==> config.mk <==
export PLATFORM = sky130hd
export DESIGN_NAME = io_read_controller
export DESIGN_NICKNAME = d
export VERILOG_FILES = /design/src/rtl/io_map_pkg.sv /design/src/rtl/sync_debounce.sv /design/src/rtl/io_read_controller.sv
export SDC_FILE = /design/constraint.sdc
export NUM_CORES = 1
export LEC_CHECK = 0
export BUFFER_PORTS_ARGS = -buffer_cell sky130_fd_sc_hd__buf_2
export CAP_MARGIN = 10
export CORE_UTILIZATION = 65
export CTS_CLUSTER_DIAMETER = 120
export CTS_CLUSTER_SIZE = 14
export DETAILED_ROUTE_END_ITERATION = 8
export MAX_ROUTING_LAYER = met4
export PLACE_DENSITY = 0.86
export SYNTH_ARGS = -nofsm -noshare
export SYNTH_HDL_FRONTEND = slang
export SYNTH_SLANG_ARGS = --single-unit
export TNS_END_PERCENT = 1
==> constraint.sdc <==
create_clock -name clk -period 7.45 [get_ports clk]
set_input_delay 0.3725 -clock clk [delete_from_list [all_inputs] [get_ports clk]]
set_output_delay 0.3725 -clock clk [all_outputs]
set_load 0.05 [all_outputs]
==> src/rtl/io_map_pkg.sv <==
// IO address map shared by the load- and store-side decoders.
package io_map_pkg;

  localparam logic [5:0] ADDR_UART_RX = 6'd32;
  localparam logic [5:0] ADDR_UART_ST = 6'd33;
  localparam logic [5:0] ADDR_LEDS    = 6'd40;
  localparam logic [5:0] ADDR_SW      = 6'd41;
  localparam logic [5:0] ADDR_BTN     = 6'd42;
  localparam logic [5:0] ADDR_7SEG    = 6'd43;

  typedef enum logic [2:0] {
    SEL_MEM, SEL_RX, SEL_RXST, SEL_SW, SEL_BTN, SEL_ZERO
  } io_sel_t;

  // LEDs and 7-seg are write-only, so they read back as zero.
  function automatic io_sel_t io_sel_decode(input logic [5:0] addr);
    if (!addr[5]) return SEL_MEM;
    case (addr)
      ADDR_UART_RX: return SEL_RX;
      ADDR_UART_ST: return SEL_RXST;
      ADDR_SW:      return SEL_SW;
      ADDR_BTN:     return SEL_BTN;
      default:      return SEL_ZERO;
    endcase
  endfunction

endpackage

==> src/rtl/sync_debounce.sv <==
// Per-bit 2-FF synchroniser followed by a stability counter; the accepted
// level only moves after the synced bit has disagreed for CYCLES samples.
module sync_debounce #(
  parameter int WIDTH  = 16,
  parameter int CYCLES = 50_000
) (
  input  logic             clk,
  input  logic             rst_n,
  input  logic [WIDTH-1:0] raw,
  output logic [WIDTH-1:0] level
);

  localparam int CW = (CYCLES > 1) ? $clog2(CYCLES) : 1;

  for (genvar i = 0; i < WIDTH; i++) begin : g_bit
    logic          s1, s2;
    logic [CW-1:0] cnt;

    always_ff @(posedge clk or negedge rst_n) begin
      if (!rst_n) begin
        s1       <= 1'b0;
        s2       <= 1'b0;
        cnt      <= '0;
        level[i] <= 1'b0;
      end else begin
        s1 <= raw[i];
        s2 <= s1;
        if (s2 == level[i]) begin
          cnt <= '0;
        end else if (cnt == CW'(CYCLES - 1)) begin
          level[i] <= s2;
          cnt      <= '0;
        end else begin
          cnt <= cnt + 1'b1;
        end
      end
    end
  end

endmodule

==> src/rtl/io_read_controller.sv <==
// CPU load path for data memory, switches, buttons and UART RX; one word
// per cycle with a registered result one cycle after the load strobe.
module io_read_controller
  import io_map_pkg::*;
#(
  parameter int DEBOUNCE_CYCLES = 50_000,
  parameter int RX_FIFO_DEPTH   = 4
) (
  input  logic        clk,
  input  logic        rst_n,
  input  logic        r_enable,
  input  logic [5:0]  addr,
  input  logic [31:0] data_mem_in,
  input  logic [15:0] switches_raw,
  input  logic [4:0]  buttons_raw,
  input  logic [7:0]  uart_rx_data,
  input  logic        uart_rx_valid,
  output logic [31:0] data_out,
  output logic        rd_valid,
  output logic        rx_not_empty
);

  localparam int PW     = $clog2(RX_FIFO_DEPTH);
  localparam int CW     = PW + 1;
  localparam int STAGES = 1;

  logic [15:0] sw_db;
  logic [4:0]  btn_db, btn_db_q, press_flags;

  sync_debounce #(.WIDTH(16), .CYCLES(DEBOUNCE_CYCLES)) u_sw_db (
    .clk(clk), .rst_n(rst_n), .raw(switches_raw), .level(sw_db)
  );
  sync_debounce #(.WIDTH(5), .CYCLES(DEBOUNCE_CYCLES)) u_btn_db (
    .clk(clk), .rst_n(rst_n), .raw(buttons_raw), .level(btn_db)
  );

  logic [RX_FIFO_DEPTH-1:0][7:0] fifo_mem;
  logic [PW-1:0] wr_ptr, rd_ptr;
  logic [CW-1:0] count;
  logic          ovf;

  io_sel_t sel, sel_q;
  logic    rd_rx, rd_st, rd_btn, fifo_empty, fifo_full, pop, push;
  logic [31:0] io_word, io_q;
  logic [STAGES:0] vld_pipe;

  assign sel        = io_sel_decode(addr);
  assign rd_rx      = r_enable && (sel == SEL_RX);
  assign rd_st      = r_enable && (sel == SEL_RXST);
  assign rd_btn     = r_enable && (sel == SEL_BTN);
  assign fifo_empty = (count == '0);
  assign fifo_full  = (count == CW'(RX_FIFO_DEPTH));
  assign pop        = rd_rx && !fifo_empty;
  // A simultaneous pop frees the slot, so a push into a full FIFO still lands.
  assign push       = uart_rx_valid && (!fifo_full || pop);
  assign rx_not_empty = !fifo_empty;

  // Side-effecting sources are captured before their pop/clear takes effect.
  always_comb begin
    io_word = '0;
    case (sel)
      SEL_RX:   if (!fifo_empty) io_word = {22'b0, ovf, 1'b1, fifo_mem[rd_ptr]};
      SEL_RXST: io_word = 32'({count, ovf});
      SEL_SW:   io_word = {16'b0, sw_db};
      SEL_BTN:  io_word = {11'b0, press_flags, 11'b0, btn_db};
      default:  io_word = '0;
    endcase
  end

  always_ff @(posedge clk or negedge rst_n) begin
    if (!rst_n) begin
      vld_pipe <= '0;
      sel_q    <= SEL_ZERO;
      io_q     <= '0;
      data_out <= '0;
    end else begin
      vld_pipe <= {vld_pipe[STAGES-1:0], r_enable};
      if (r_enable) begin
        sel_q <= sel;
        io_q  <= io_word;
      end
      if (vld_pipe[0]) data_out <= (sel_q == SEL_MEM) ? data_mem_in : io_q;
    end
  end

  assign rd_valid = vld_pipe[STAGES];

  always_ff @(posedge clk or negedge rst_n) begin
    if (!rst_n) begin
      fifo_mem <= '0;
      wr_ptr   <= '0;
      rd_ptr   <= '0;
      count    <= '0;
      ovf      <= 1'b0;
    end else begin
      if (push) begin
        fifo_mem[wr_ptr] <= uart_rx_data;
        wr_ptr           <= wr_ptr + 1'b1;
      end
      if (pop) rd_ptr <= rd_ptr + 1'b1;
      count <= count + CW'(push) - CW'(pop);
      if (uart_rx_valid && !push) ovf <= 1'b1;
      else if (rd_st)             ovf <= 1'b0;
    end
  end

  // A press arriving in the same cycle as the clearing read survives it.
  always_ff @(posedge clk or negedge rst_n) begin
    if (!rst_n) begin
      btn_db_q    <= '0;
      press_flags <= '0;
    end else begin
      btn_db_q    <= btn_db;
      press_flags <= (rd_btn ? 5'b0 : press_flags) | (btn_db & ~btn_db_q);
    end
  end

endmodule

# --- Word-level counts from Yosys, hierarchy flattened ---
# Index checks and enable logic that the tools add are counted.
word_totals:
  inputBits: 71
  out_inout_bits: 34
  ff_bits: 518
  elab_cells: 291
classes:
  reduce_logical: 35
  n_lt_le_gt_ge: 3
  n_eq_ne: 51
  mux: 55
  n_bitwise: 24
  addsub: 25
ops:
  columns: ["op", "count"]
  rows:
  - ["$mux 16", 42]
  - ["$add 16x1->16 const B", 21]
  - ["$eq 16x16->1 const B", 21]
  - ["$pmux 32 s4", 1]
  - ["$reduce_and 2->1", 21]
  - ["$bwmux 32", 1]
  - ["$mux 32", 1]
  - ["$eq 6x6->1 const B", 4]
  - ["$eq 1x1->1", 21]
  - ["$not 1->1", 21]
  - ["$bmux 8 s2", 1]
  - ["$demux 8 s2", 1]
  - ["$mux 8", 2]
  - ["$pmux 3 s4", 1]
  - ["$mux 10", 1]
  - ["$logic_and 1x1->1", 7]
  - ["$eq 3x2->1 const B", 2]
  - ["$eq 3x3->1 const B", 2]
  - ["$logic_not 3->1", 2]
  - ["$lt 2x3->1 const B", 2]
  - ["$and 5x5->5", 1]
  - ["$mux 5", 1]
  - ["$not 5->5", 1]
  - ["$or 5x5->5", 1]
  - ["10 further kinds", 14]

# --- Depth between registers and ports, before layout ---
logic_depth:
  depth_word: 11
  depth_mapped: 11
  depth_no_buf: 10

# --- Hierarchy ---
# From an unflattened synthesis, not the netlist that was laid out.
unflattened:
  hier_cells: 2164
  area_unflattened_um2: 23298.6
modules_own_cells:
  columns: ["mod", "n_inst", "cells_each", "seq_area_each_um2", "area_each_um2"]
  rows:
  - ["sync_debounce (u_sw_db)", 1, 1353, 7607.3, 14008.4]
  - ["io_read_controller", 1, 388, 2705.1, 4823.4]
  - ["sync_debounce (u_btn_db)", 1, 423, 2377.3, 4466.8]

# --- Worst setup path after synthesis ---
# Ideal clock, no wire load.
synth_timing:
  path_kind: "register to register"
  startpoint: "register count[1]"
  endpoint: "register count[2]"
  path_slack_ps: 4727
  path_buffers: 0
  arrival_ps: 2600
  setup_ps: 123
  stages_incl_launch_ff: 11
  period_less_slack_ps: 2723
  required_time_ps: 7327
  path_cell_list: "dfrtp_1 -> or3_1 -> and3_1 -> and3_1 -> ha_1 -> inv_1 -> ha_1 -> inv_1 -> fa_1 -> xnor2_1 -> xnor2_1"
synth_between:
  elab_chain_len: 7
  elab_cells_between_ends: 9
  classes_between: "2 x add/sub; 1 x eq/ne; 6 x reduce/logical"
synth_lines:
  columns: ["item", "line", "text"]
  rows:
  - ["from (decl)", "io_read_controller.sv:39", "logic [CW-1:0] count;"]
  - ["from (signal assigned)", "io_read_controller.sv:101", "count <= count + CW'(push) - CW'(pop);"]
  - ["$logic_not 3->1 (*)", "io_read_controller.sv:51", "assign fifo_empty = (count == '0);"]
  - ["$logic_not 1->1 (*)", null, null]
  - ["via rx_not_empty", "io_read_controller.sv:20", "output logic rx_not_empty"]
  - ["$logic_and 1x1->1 (*)", "io_read_controller.sv:53", "assign pop = rd_rx && !fifo_empty;"]
  - ["via pop", "io_read_controller.sv:43", "logic rd_rx, rd_st, rd_btn, fifo_empty, fifo_full, pop, push;"]
  - ["$logic_or 1x1->1", "io_read_controller.sv:55", "assign push = uart_rx_valid && (!fifo_full || pop);"]
  - ["$logic_and 1x1->1", "io_read_controller.sv:55", null]
  - ["$add 3x1->3", "io_read_controller.sv:101", null]
  - ["$sub 3x1->3 (*)", "io_read_controller.sv:101", null]
# The timed path passes the listed nets; every way through them passes the cells marked *.
# A chain may end at the register's enable or synchronous reset.

# --- Final worst setup path ---
layout_timing:
  startpoint: "register count[1]"
  endpoint: "register count[2]"
layout_between:
  elab_chain_len: 7
  elab_cells_between_ends: 9
  classes_between: "2 x add/sub; 1 x eq/ne; 6 x reduce/logical"
layout_lines:
  columns: ["item", "line"]
  rows:
  - ["$logic_not 3->1 (*)", "io_read_controller.sv:51"]
  - ["$logic_not 1->1 (*)", null]
  - ["$logic_and 1x1->1 (*)", "io_read_controller.sv:53"]
  - ["via pop", "io_read_controller.sv:43"]
  - ["$logic_or 1x1->1", "io_read_controller.sv:55"]
  - ["$logic_and 1x1->1", "io_read_controller.sv:55"]
  - ["$add 3x1->3", "io_read_controller.sv:101"]
  - ["$sub 3x1->3 (*)", "io_read_controller.sv:101"]
# Marked as above.

==> results.py <==
metrics = {
    "clocking": {
        "worstSkewPairLatency_ps": 570,
        "cts_max_path_buffers": 3,
        "cts_tree": "done",
        "clkSinkCount": 507,
        "cts_setup_buffers": 0,
        "cts_root_buffer": "clkbuf_16",
        "numCtsBuffers": 42,
        "cts-htree-levels": 2,
        "path_clk_slew_ps": 70,
    },
    "detailed_routing": {
        "wl_um": 48400,
        "drcViolationCount": 0,
        "dr.pass1.iters": 5,
        "vias": 16400,
        "drt_iter0_markers": 1217,
        "antenna_left": 0,
        "vias_per_cell": 5.89,
        "detail_route.wl_per_cell_um": 17.4,
    },
    "critical_path": {
        "crit_required_ps": 7940,
        "path_max_fanout": 13,
        "path_class": "reg -> reg",
        "cp_cell_sequence": "or3_1, and3_1, and3_1, ha_1, inv_1, ha_1, inv_1, fa_1, xnor2_1, xnor2_1",
        "cpMaxStageDelayCell": "dfrtp_1",
        "cpPeakStageDelay_ps": 460,
        "cpLargestDelayFamily": "simple AND/OR/NAND/NOR gates",
        "r2r_slack_ps": 4640,
        "start_kind": "flip-flop",
        "cp-end-kind": "flip-flop",
        "cp.buffers_inverters": 2,
        "critPathArrivalTime_ps": 3300,
    },
    "cells_and_area": {
        "fin_area_um2": 25700,
        "syn_to_final_growth_pct": 10.1,
        "final_cell_mix": "504 x dfrtp_1, 453 x nor2_1, 278 x xnor2_1",
        "drive_above_1_share": 0.118,
        "num-nets-final": 2400,
        "layout_commonest_cell": "dfrtp_1",
    },
    "sta": {
        "rsz0062_at_grt": "no",
        "maxSlewHeadroom": 0.216,
        "max_freq_ghz": 0.356,
        "fin_crit_sh": 0.377,
        "worst_slack_ps": 4640,
        "hold_viol_final": 0,
        "post-route-min-period_ps": 2810,
        "finalSetupViolCount": 0,
        "fin_tns_setup_ps": 0,
        "tightest_slew_ps": 1180,
        "skew_ps": 18.1,
        "slew_viol_final": 0,
    },
    "synth": {
        "synth_area_um2": 23300,
        "ys_ff_latch": 507,
        "yosysUniqueCellTypes": 56,
        "yosysSeqAreaShare": 0.545,
        "synth_cells": 2167,
        "synth_edf_count": 0,
        "async_reset_ff_frac": 1.00,
        "syn-num-nets": 2266,
        "synth_ff_type": "dfrtp_1",
        "syn_area_per_cell_um2": 10.8,
        "ys_warn_count": 0,
    },
    "placed_design": {
        "port-buffer-count": 104,
        "hpwl_um": 31800,
        "placed_cell_area_um2": 24300,
        "gp_congestion": 0.844,
        "pre_cts_ws_ps": 4600,
    },
    "global_route": {
        "grt_pass1_wl_um": 82200,
        "grt_usage": 0.287,
        "grt_max_degree": 132,
        "gr-total-overflow": 0,
        "antenna_found_initial": 2,
        "grt_pass1_vias": 16800,
    },
    "floorplan": {
        "coreArea_um2": 34900,
        "start_util": 0.668,
        "num_io_pins": 105,
        "die_w_um": 191,
        "die_h_um": 191,
        "die_area_um2": 36600,
        "rows": 68,
    },
    "outcome": {
        "status": "finished clean",
    },
    "pwr": {
        "powerDensity_nw_per_um2": 221,
        "vdd_drop_max_uv": 207,
        "leakagePower_nw": 10.7,
    },
    "run": {
        "max-cap-violations": 0,
    },
    "hold_path": {
        "hold_class": "in -> reg",
    },
}
==> sequential cells by signal, indices dropped and copies added, names as in the netlist, 5 cells and up <==
signal and flops:
u_btn_db.g_bit.s2 5, u_btn_db.g_bit.s1 5, press_flags 5, u_sw_db.level 16
u_sw_db.g_bit.cnt 256, fifo_mem 32, u_btn_db.g_bit.cnt 80, io_q 21
u_sw_db.g_bit.s1 16, u_sw_db.g_bit.s2 16, btn_db_q 5, data_out 32
u_btn_db.level 5
==> power breakdown <==
| part | leakage (nW) | switching (mW) | internal (mW) |
|---|---|---|---|
| Combinational | 3.37 | 0.342 | 0.268 |
| Sequential | 6.79 | 0.125 | 2.92 |
| Clock | 0.561 | 0.958 | 1.06 |
| Total | 10.7 | 1.43 | 4.25 |
==> worst reg2reg max path: cells and delay by family, from the launching register on <==
family                   cells  cell delay (ps)
XOR/XNOR                     2              340
AND/OR/NAND/NOR              3             1050
adder cells (fa/ha/maj)      3              780
flip-flops                   1              460
buffers and inverters        2              100
==> layout make-up <==
type | count | area [um^2]
Antenna cell | 4 | 10.0
Clock buffer | 60 | 1140
Clock inverter | 2 | 25.0
Fill cell | 2257 | 9230
Inverter | 104 | 390
Multi-Input combinational cell | 1514 | 10000
Sequential cell | 507 | 12700
Tap cell | 455 | 569
Timing Repair Buffer | 132 | 808
==> cells by family (layout without fill, tap and decap cells) <==
kind of cell | count (synthesis) | after routing | synth area share
AND/OR/NAND/NOR | 974 | 974 | 0.198
flip-flops | 507 | 507 | 0.545
XOR/XNOR | 321 | 321 | 0.121
buffers and inverters | 146 | 298 | 0.0255
AO/OA/AOI/OAI | 103 | 103 | 0.0495
multiplexers | 88 | 88 | 0.0461
adder cells (fa/ha/maj) | 28 | 28 | 0.0154
other | 0 | 4 | 0
==> final timing paths <==
path	cells after the start	start	to
max in group asynchronous	4	rst_n	u_sw_db.g_bit[10].cnt[10]$_DFF_PN0_
worst max-delay path	10	count[1]$_DFF_PN0_	count[2]$_DFF_PN0_
worst min register to register	0	u_sw_db.g_bit[3].s1$_DFF_PN0_	u_sw_db.g_bit[3].s2$_DFF_PN0_
min in group asynchronous	2	rst_n	u_sw_db.g_bit[7].cnt[2]$_DFF_PN0_
worst min-delay path	3	data_mem_in[30]	data_out[30]$_DFFE_PN0P_
worst max register to register	10	count[1]$_DFF_PN0_	count[2]$_DFF_PN0_
==> cell usage after synthesis (2+ instances only) <==
master	count	area (um^2)
a22oi_1	6	45.0
ha_1	27	338
and3_2	5	37.5
or4_4	6	67.6
buf_2	25	125
a22o_1	11	96.3
dfstp_2	2	52.6
or3_1	4	25.0
nor3_1	72	360
mux2_2	54	608
o21ai_0	18	90.1
xor2_1	43	377
dfrtp_1	505	12600
nor4b_1	7	61.3
o2bb2ai_1	5	43.8
clkbuf_1	11	41.3
nand4_1	74	463
buf_6	2	22.5
or3_4	2	22.5
o41ai_4	21	578
nor4_1	102	638
a32oi_1	4	35.0
a21oi_4	3	48.8
and3_1	5	31.3
mux2i_1	21	210
a21boi_0	4	30.0
a21oi_1	23	115
xnor2_1	278	2430
nand3b_1	10	75.1
or3b_4	5	56.3
nand2_1	91	342
nor2_1	453	1700
nand3_1	127	636
mux2_4	5	75.1
buf_1	4	15.0
inv_1	103	387
mux4_2	8	180
nor2b_1	3	18.8
==> routing by layer <==
layer	vias up	global-route usage	wire, um
met3	102	0.0463	2210
met5	-	-	0
met1	8194	0.364	20500
met4	0	0.0965	1440
li1	7685	-	-
met2	387	0.472	24200
==> stage by stage <==
stage / cells / total power, mW / utilization / hold slack [ps]
after floorplan: 2167 / 3.48 / - / 76.9
after detailed placement: 2690 / 3.69 / 0.695 / 335
after global placement: 2690 / 3.65 / 0.695 / 332
after global routing: 2776 / 5.89 / 0.735 / 47.3
after CTS: 2774 / 5.72 / 0.735 / 9.24
final: 2778 / 5.67 / 0.735 / 39.0
==> what timing repair did <==
action,in CTS,in global routing
endpoints found under the hold margin,105,0
hold buffers,22,0
resized for setup,0,0
(Power assumes the default switching activity.)
